**config.mk**
```make
export PLATFORM = sky130hd
export DESIGN_NAME = fetch_queue
export DESIGN_NICKNAME = d
export VERILOG_FILES = /design/src/rtl/fetch_queue.sv
export SDC_FILE = /design/constraint.sdc
export NUM_CORES = 1
export LEC_CHECK = 0
export ABC_CLOCK_PERIOD_IN_PS = 4500
export BUFFER_PORTS_ARGS = -buffer_cell sky130_fd_sc_hd__buf_2
export CAP_MARGIN = 20
export CORE_MARGIN = 5
export CORE_UTILIZATION = 53
export CTS_CLUSTER_SIZE = 10
export DETAILED_ROUTE_END_ITERATION = 16
export GPL_ROUTABILITY_DRIVEN = 0
export PLACE_DENSITY = 0.72
export SLEW_MARGIN = 15
export SYNTH_ARGS = -nofsm -noshare
export SYNTH_HDL_FRONTEND = slang
export SYNTH_SLANG_ARGS = --single-unit
```
**constraint.sdc**
```tcl
create_clock -name clk -period 4.5 [get_ports clk]
set_clock_uncertainty 0.2 [all_clocks]
set_input_delay 1.125 -clock clk [delete_from_list [all_inputs] [get_ports clk]]
set_output_delay 1.125 -clock clk [all_outputs]
set_load 0.05 [all_outputs]
```
**src/rtl/fetch_queue.sv**
```systemverilog
// fetch_queue: instruction prefetch stage feeding the core.
// Fetches words over imem req/ack into a DEPTH-entry queue; the
// head is offered to the core on instr_valid/instr_ready.
// Ports:
//   clk, reset          clock, sync active-high reset
//   redirect(_pc)       flush queue, restart fetch at redirect_pc
//   imem_req/addr       memory request and word address
//   imem_ack/rdata      memory response (data valid with ack)
//   instr_valid/instr/instr_pc/instr_ready  core handshake
module fetch_queue #(
  parameter int unsigned DEPTH    = 4,
  parameter logic [31:0] RESET_PC = 32'h0
) (
  input  logic        clk,
  input  logic        reset,
  input  logic        redirect,
  input  logic [31:0] redirect_pc,
  output logic        imem_req,
  output logic [31:0] imem_addr,
  input  logic        imem_ack,
  input  logic [31:0] imem_rdata,
  output logic        instr_valid,
  output logic [31:0] instr,
  output logic [31:0] instr_pc,
  input  logic        instr_ready
);

  localparam int AW = $clog2(DEPTH);
  localparam int CW = AW + 1;

  typedef enum logic [1:0] {
    IDLE = 2'd0,
    REQ  = 2'd1,
    DROP = 2'd2
  } state_e;

  state_e         state_q, state_d;
  logic [31:0]    fpc_q, fpc_d;
  logic [31:0]    drop_addr_q, drop_addr_d;
  logic [CW-1:0]  count_q, count_d, count_next;
  logic [AW-1:0]  rptr_q, rptr_d;
  logic [AW-1:0]  wptr_q, wptr_d;
  logic [31:0]    word_q [DEPTH];
  logic [31:0]    pc_q   [DEPTH];
  logic           push, pop;

  assign instr_valid = (count_q != '0);
  assign instr       = instr_valid ? word_q[rptr_q] : '0;
  assign instr_pc    = instr_valid ? pc_q[rptr_q] : '0;
  assign imem_req    = (state_q == REQ) || (state_q == DROP);
  // DROP keeps the abandoned address on the bus until it completes
  assign imem_addr   = (state_q == DROP) ? drop_addr_q : fpc_q;

  assign pop  = instr_valid && instr_ready;
  assign push = (state_q == REQ) && imem_ack && !redirect;
  assign count_next = count_q
                    + {{AW{1'b0}}, push}
                    - {{AW{1'b0}}, pop};

  always_comb begin
    state_d     = state_q;
    fpc_d       = fpc_q;
    drop_addr_d = drop_addr_q;
    count_d     = count_next;
    rptr_d      = pop  ? rptr_q + AW'(1) : rptr_q;
    wptr_d      = push ? wptr_q + AW'(1) : wptr_q;
    if (redirect) begin
      count_d = '0;
      rptr_d  = '0;
      wptr_d  = '0;
      fpc_d   = {redirect_pc[31:2], 2'b00};
      unique case (state_q)
        REQ: begin
          if (imem_ack) begin
            state_d = REQ;
          end else begin
            state_d     = DROP;
            drop_addr_d = fpc_q;
          end
        end
        DROP:    state_d = DROP;
        default: state_d = REQ;
      endcase
    end else begin
      unique case (state_q)
        IDLE: begin
          if (count_next < CW'(DEPTH)) state_d = REQ;
        end
        REQ: begin
          if (imem_ack) begin
            fpc_d   = fpc_q + 32'd4;
            state_d = (count_next < CW'(DEPTH)) ? REQ : IDLE;
          end
        end
        DROP: begin
          if (imem_ack) state_d = REQ;
        end
        default: state_d = IDLE;
      endcase
    end
  end

  always_ff @(posedge clk) begin
    if (reset) begin
      state_q     <= IDLE;
      fpc_q       <= RESET_PC;
      drop_addr_q <= RESET_PC;
      count_q     <= '0;
      rptr_q      <= '0;
      wptr_q      <= '0;
    end else begin
      state_q     <= state_d;
      fpc_q       <= fpc_d;
      drop_addr_q <= drop_addr_d;
      count_q     <= count_d;
      rptr_q      <= rptr_d;
      wptr_q      <= wptr_d;
    end
  end

  // storage needs no reset: outputs are masked while the queue is empty
  always_ff @(posedge clk) begin
    if (push) begin
      word_q[wptr_q] <= imem_rdata;
      pc_q[wptr_q]   <= fpc_q;
    end
  end

endmodule

```
# Word level (Yosys, flattened, before mapping)
# Memories as Yosys holds them, arrays and structs flattened. A register that Yosys moved wholly into a read port is not among the register bits.
# Index checks and enable logic that the tools add are counted.
[word_totals]
n_memories = 2
mem_bits_rw = 256
elab_cells = 55
regBits = 73
in_bits = 69
[mem_list]
columns = ["name", "words", "width", "read_ports", "rd_clocked_by_memory_dff", "write_ports", "line_no", "text"]
rows = [
  ["pc_q", 4, 32, 1, 1, 1, "44", "logic [31:0] pc_q [DEPTH];"],
  ["word_q", 4, 32, 1, 1, 1, "43", "logic [31:0] word_q [DEPTH];"],
]
[op_classes]
reduce_logical = 14
bitwise_logic = 1
n_eq_ne = 5
addsub = 5
mux = 20
n_lt_le_gt_ge = 1
[ops]
columns = ["op", "count"]
rows = [
  ["$mux 32", 6],
  ["$add 32x3->32 const B", 1],
  ["$mux 2", 9],
  ["$ne 3x3->1 const B", 3],
  ["$pmux 2 s3", 1],
  ["$reduce_and 3->1", 2],
  ["$add 2x1->2 const B", 2],
  ["$pmux 2 s2", 1],
  ["$reduce_and 2->1", 2],
  ["$reduce_bool 2->1", 2],
  ["$add 3x1->3", 1],
  ["$logic_and 1x1->1", 3],
  ["$lt 3x3->1 const B", 1],
  ["$mux 1", 3],
  ["$reduce_bool 3->1", 1],
  ["$sub 3x1->3", 1],
  ["$eq 2x1->1 const B", 1],
  ["$eq 2x2->1 const B", 1],
  ["$logic_not 2->1", 1],
  ["$reduce_or 2->1", 1],
  ["$logic_not 1->1", 1],
  ["$logic_or 1x1->1", 1],
  ["$not 1->1", 1],
]

# Depth between registers and ports, before layout
[logic_depth]
word_depth = 10
ltp_mapped = 16
depth_no_buf = 14

# Worst setup path after synthesis
# Ideal clock, no wire load.
[synth_timing]
path_kind = "input to register"
from = "in imem_ack"
to = "mem pc_q[0][10] (enable)"
path_stages = 5
setup_time_ps = 427
required_ps = 3873
setup_slack_ps = 717
t_arrival_ps = 3156
path_cell_list = "buf_4 > nand2_2 > buf_6 > nor2_1 > and2_1"
[synth_via]
elab_chain_cells = 4
[synth_lines]
columns = ["element", "line_no", "text"]
rows = [
  ["start, declared", "20", "input logic imem_ack,"],
  ["$logic_and 1x1->1 (2 in a row)", "55", "assign push = (state_q == REQ) && imem_ack && !redirect;"],
  ["$mux 1", "123", "if (push) begin"],
  ["$mux 1 (not written as such)", "125", "pc_q[wptr_q] <= fpc_q;"],
  ["end, declared", "44", ""],
]
# No other way between the ends.

==> flow_summary.json <==
{
  "status": "finished, final reports clean",
  "cp_data_required_time_ns": 3.17,
  "path_max_fanout": 22,
  "synth.mux.area_fraction_pct": 13.22,
  "p_per_area_mw_per_mm2": 432.5,
  "n_antenna_cell": 0,
  "cp-start-kind": "register",
  "path_cells": "buf_12 > mux4_2 > and2_1 > buf_2",
  "power.total_mw": 6.667,
  "grt_pass1_wl_um": 43200,
  "synth-simple-area-share_pct": 9.698,
  "p_sw_mw": 1.523,
  "post_cts_resize_count": 0,
  "peakVddDrop_uv": 249.9,
  "die_h_um": 167.3,
  "yosysTopAreaCell": "edfxtp_1",
  "clock_sinks": 319,
  "setup_tns_ns": 0,
  "synth_compound_area_share_pct": 3.522,
  "drv_cap": 0,
  "instances_no_fill": 1342,
  "grt_overflow": 0,
  "drt_wl_total_um": 27190,
  "synth_cells": 837,
  "drc": 0,
  "cts_tree": "built",
  "port_buffers": 160,
  "synth_xor_area_share_pct": 2.119,
  "ys_seq_area_share_pct": 67.66,
  "clk_pin_slew_ns": 0.05,
  "postCtsHoldBufs": 0,
  "yosysTopAreaCellShare_pct": 56.82,
  "clk_path_buf_depth": 3,
  "min_period_ns": 3.711,
  "internal_power_mw": 5.144,
  "netlist-cell-type-count": 50,
  "synth_fa_ha_area_share_pct": 1.203,
  "synthToLayoutAreaGrowth_pct": 17.61,
  "drive_above_1_share_pct": 33.01,
  "hold_class": "register to register",
  "grt_pass1_vias": 7641,
  "track_usage_pct": 19.43,
  "fmax_mhz": 269.5,
  "cts_made_buffers": 38,
  "synth_area_leaders": "edfxtp_1 57%, dfxtp_1 11%, mux4_2 11%",
  "dieWidth_um": 167.3,
  "nNetsFinal": 1082,
  "swShare_pct": 22.84,
  "die_area_mm2": 0.02798,
  "cp_slowest_cell": "dfxtp_4",
  "grt_max_degree": 64,
  "dr.pass1.iters": 5,
  "max_slew_margin_pct": 44.00,
  "avgRoutedWirePerCell_um": 20.26,
  "insertion_delay_ns": 0.50,
  "synth-edff-count": 248,
  "core_mm2": 0.02432,
  "synthArstFlopShare_pct": 0,
  "cts_setup_buffers": 0,
  "boundaryPins": 167,
  "netlist_area_mm2": 0.01311,
  "cp-end-kind": "output port",
  "finalCritPeriodShare_pct": 82.46,
  "yosysWarnings": 0,
  "rsz0062_at_grt": "false",
  "dp.cells": 1285,
  "htree_levels": 2,
  "critPathKind": "register to output port",
  "p_seq_share_pct": 49.6,
  "antenna_found_initial": 0,
  "synth_top_family_by_area": "multiplexers",
  "start_util_pct": 53.90,
  "fp-row-count": 57,
  "slew_viol_final": 0,
  "via_per_inst": 5.554,
  "avgSynthCellArea_um2": 15.66,
  "netlist_top_cells_count": "248 x edfxtp_1, 75 x nand2_1, 71 x and2_1, 71 x dfxtp_1, 62 x mux4_2",
  "yosys_register_bits": 319,
  "cp_data_arrival_time_ns": 2.39,
  "critPathBufInv": 2,
  "worstMarginPinSlew_ns": 0.8355,
  "synth-main-ff-cell": "edfxtp_1",
  "vias": 7453,
  "power_frac_comb_pct": 8.7,
  "final_hold_viol_count": 0,
  "leakage_nw": 5.531,
  "clkPwrFrac_pct": 41.7,
  "finalInstanceArea_mm2": 0.01542,
  "cts_root_buf": "clkbuf_16",
  "finalSetupViolCount": 0,
  "place_area_mm2": 0.01428,
  "utilization_pct": 63.39,
  "antenna_left": 0,
  "synth_most_common_cell": "edfxtp_1",
  "cp_slowest_stage_delay_ns": 0.65,
  "critPathTopFamily": "flip-flops",
  "ff2ff_setup_slack_ns": 0.98,
  "drt_iter0_markers": 530,
  "hpwl_um": 16840
}
## state kept, by name, indices dropped and copies added (netlist names), named ones only
name,cells
word_q,128
pc_q,120
drop_addr_q,30
fpc_q,30
count_q,3
rptr_q,2
state_q,2
wptr_q,2
## area by class of cell
class / count / area (µm²)
sequential: 319 / 8876
clock buffer: 55 / 1099
timing repair buffer: 179 / 1006
multi-input combinational: 446 / 3933
fill: 1771 / 8904
inverter: 17 / 63.81
tap: 324 / 405.4
clock inverter: 2 / 33.78
## power by group through the flow
stage / Clock (mW) / Combinational (mW) / Sequential, mW
final: 2.78 / 0.579 / 3.31
after global placement: 0 / 0.580 / 3.36
after global routing: 2.98 / 0.621 / 3.31
after CTS: 2.85 / 0.587 / 3.31
after detailed placement: 0 / 0.585 / 3.37
after floorplan: 0 / 0.434 / 3.34
## placed cells by master (no fill, tap or decap), types with 2 or more instances in the layout
master / instances
dfxtp_4: 2
nand3b_1: 3
a311oi_1: 2
ha_1: 11
conb_1: 4
a211oi_2: 5
nand3_1: 9
clkbuf_8: 2
o21a_1: 2
nand2_1: 75
a211oi_1: 15
buf_2: 160
and2_4: 4
edfxtp_1: 248
buf_12: 5
dfxtp_1: 69
and4_1: 5
buf_4: 14
mux2_2: 29
clkbuf_1: 12
and3_1: 5
xor2_1: 22
nor3_1: 2
nand3_2: 2
clkbuf_16: 41
a21oi_1: 41
mux4_2: 62
xnor2_1: 7
nor2_1: 35
and2_1: 67
inv_1: 17
or3_1: 2
o21ai_0: 5
nand4_1: 13
## logic make-up (layout without fill, tap and decap cells)
| group | Yosys count | after routing |
|---|---|---|
| compound gates | 73 | 73 |
| xor+xnor | 30 | 30 |
| fa+ha+maj | 12 | 12 |
| buf+inv | 75 | 253 |
| flops | 319 | 319 |
| mux | 92 | 92 |
| other cells | 1 | 4 |
| simple gates | 235 | 235 |
## worst register-to-register path: cells and delay by family (launching register included)
family          cells  cell delay (ns)
compound gates      2             0.18
xor+xnor            1             0.35
fa+ha+maj           4             1.21
buf+inv             3             0.22
flops               1             0.34
simple gates        4             0.89
## worst paths after layout
path / endpoint / startpoint / cells after the start
setup / recovery: instr[30] / register / 4
hold / removal: drop_addr_q[25] / drop_addr_q[25] / 2
setup reg to reg: state_q[0] / state_q[1] / 14
hold reg to reg: drop_addr_q[25] / drop_addr_q[25] / 2
## metal layers
layer | routed length [µm] | GRT usage (%)
met5 | 0 | 0
met4 | 415 | 4.305
met3 | 1699 | 3.795
met2 | 12930 | 31.19
met1 | 12140 | 28.10
## stage by stage
stage                     hold WS [ns]  setup slack (ns)
after floorplan                 0.2329            0.7170
after global placement          0.2383            0.5590
after detailed placement        0.2447            0.4617
after CTS                       0.2532            0.7127
after global routing            0.2768            0.6292
final                           0.2507            0.7895
Power figures use the tool's default switching activity.
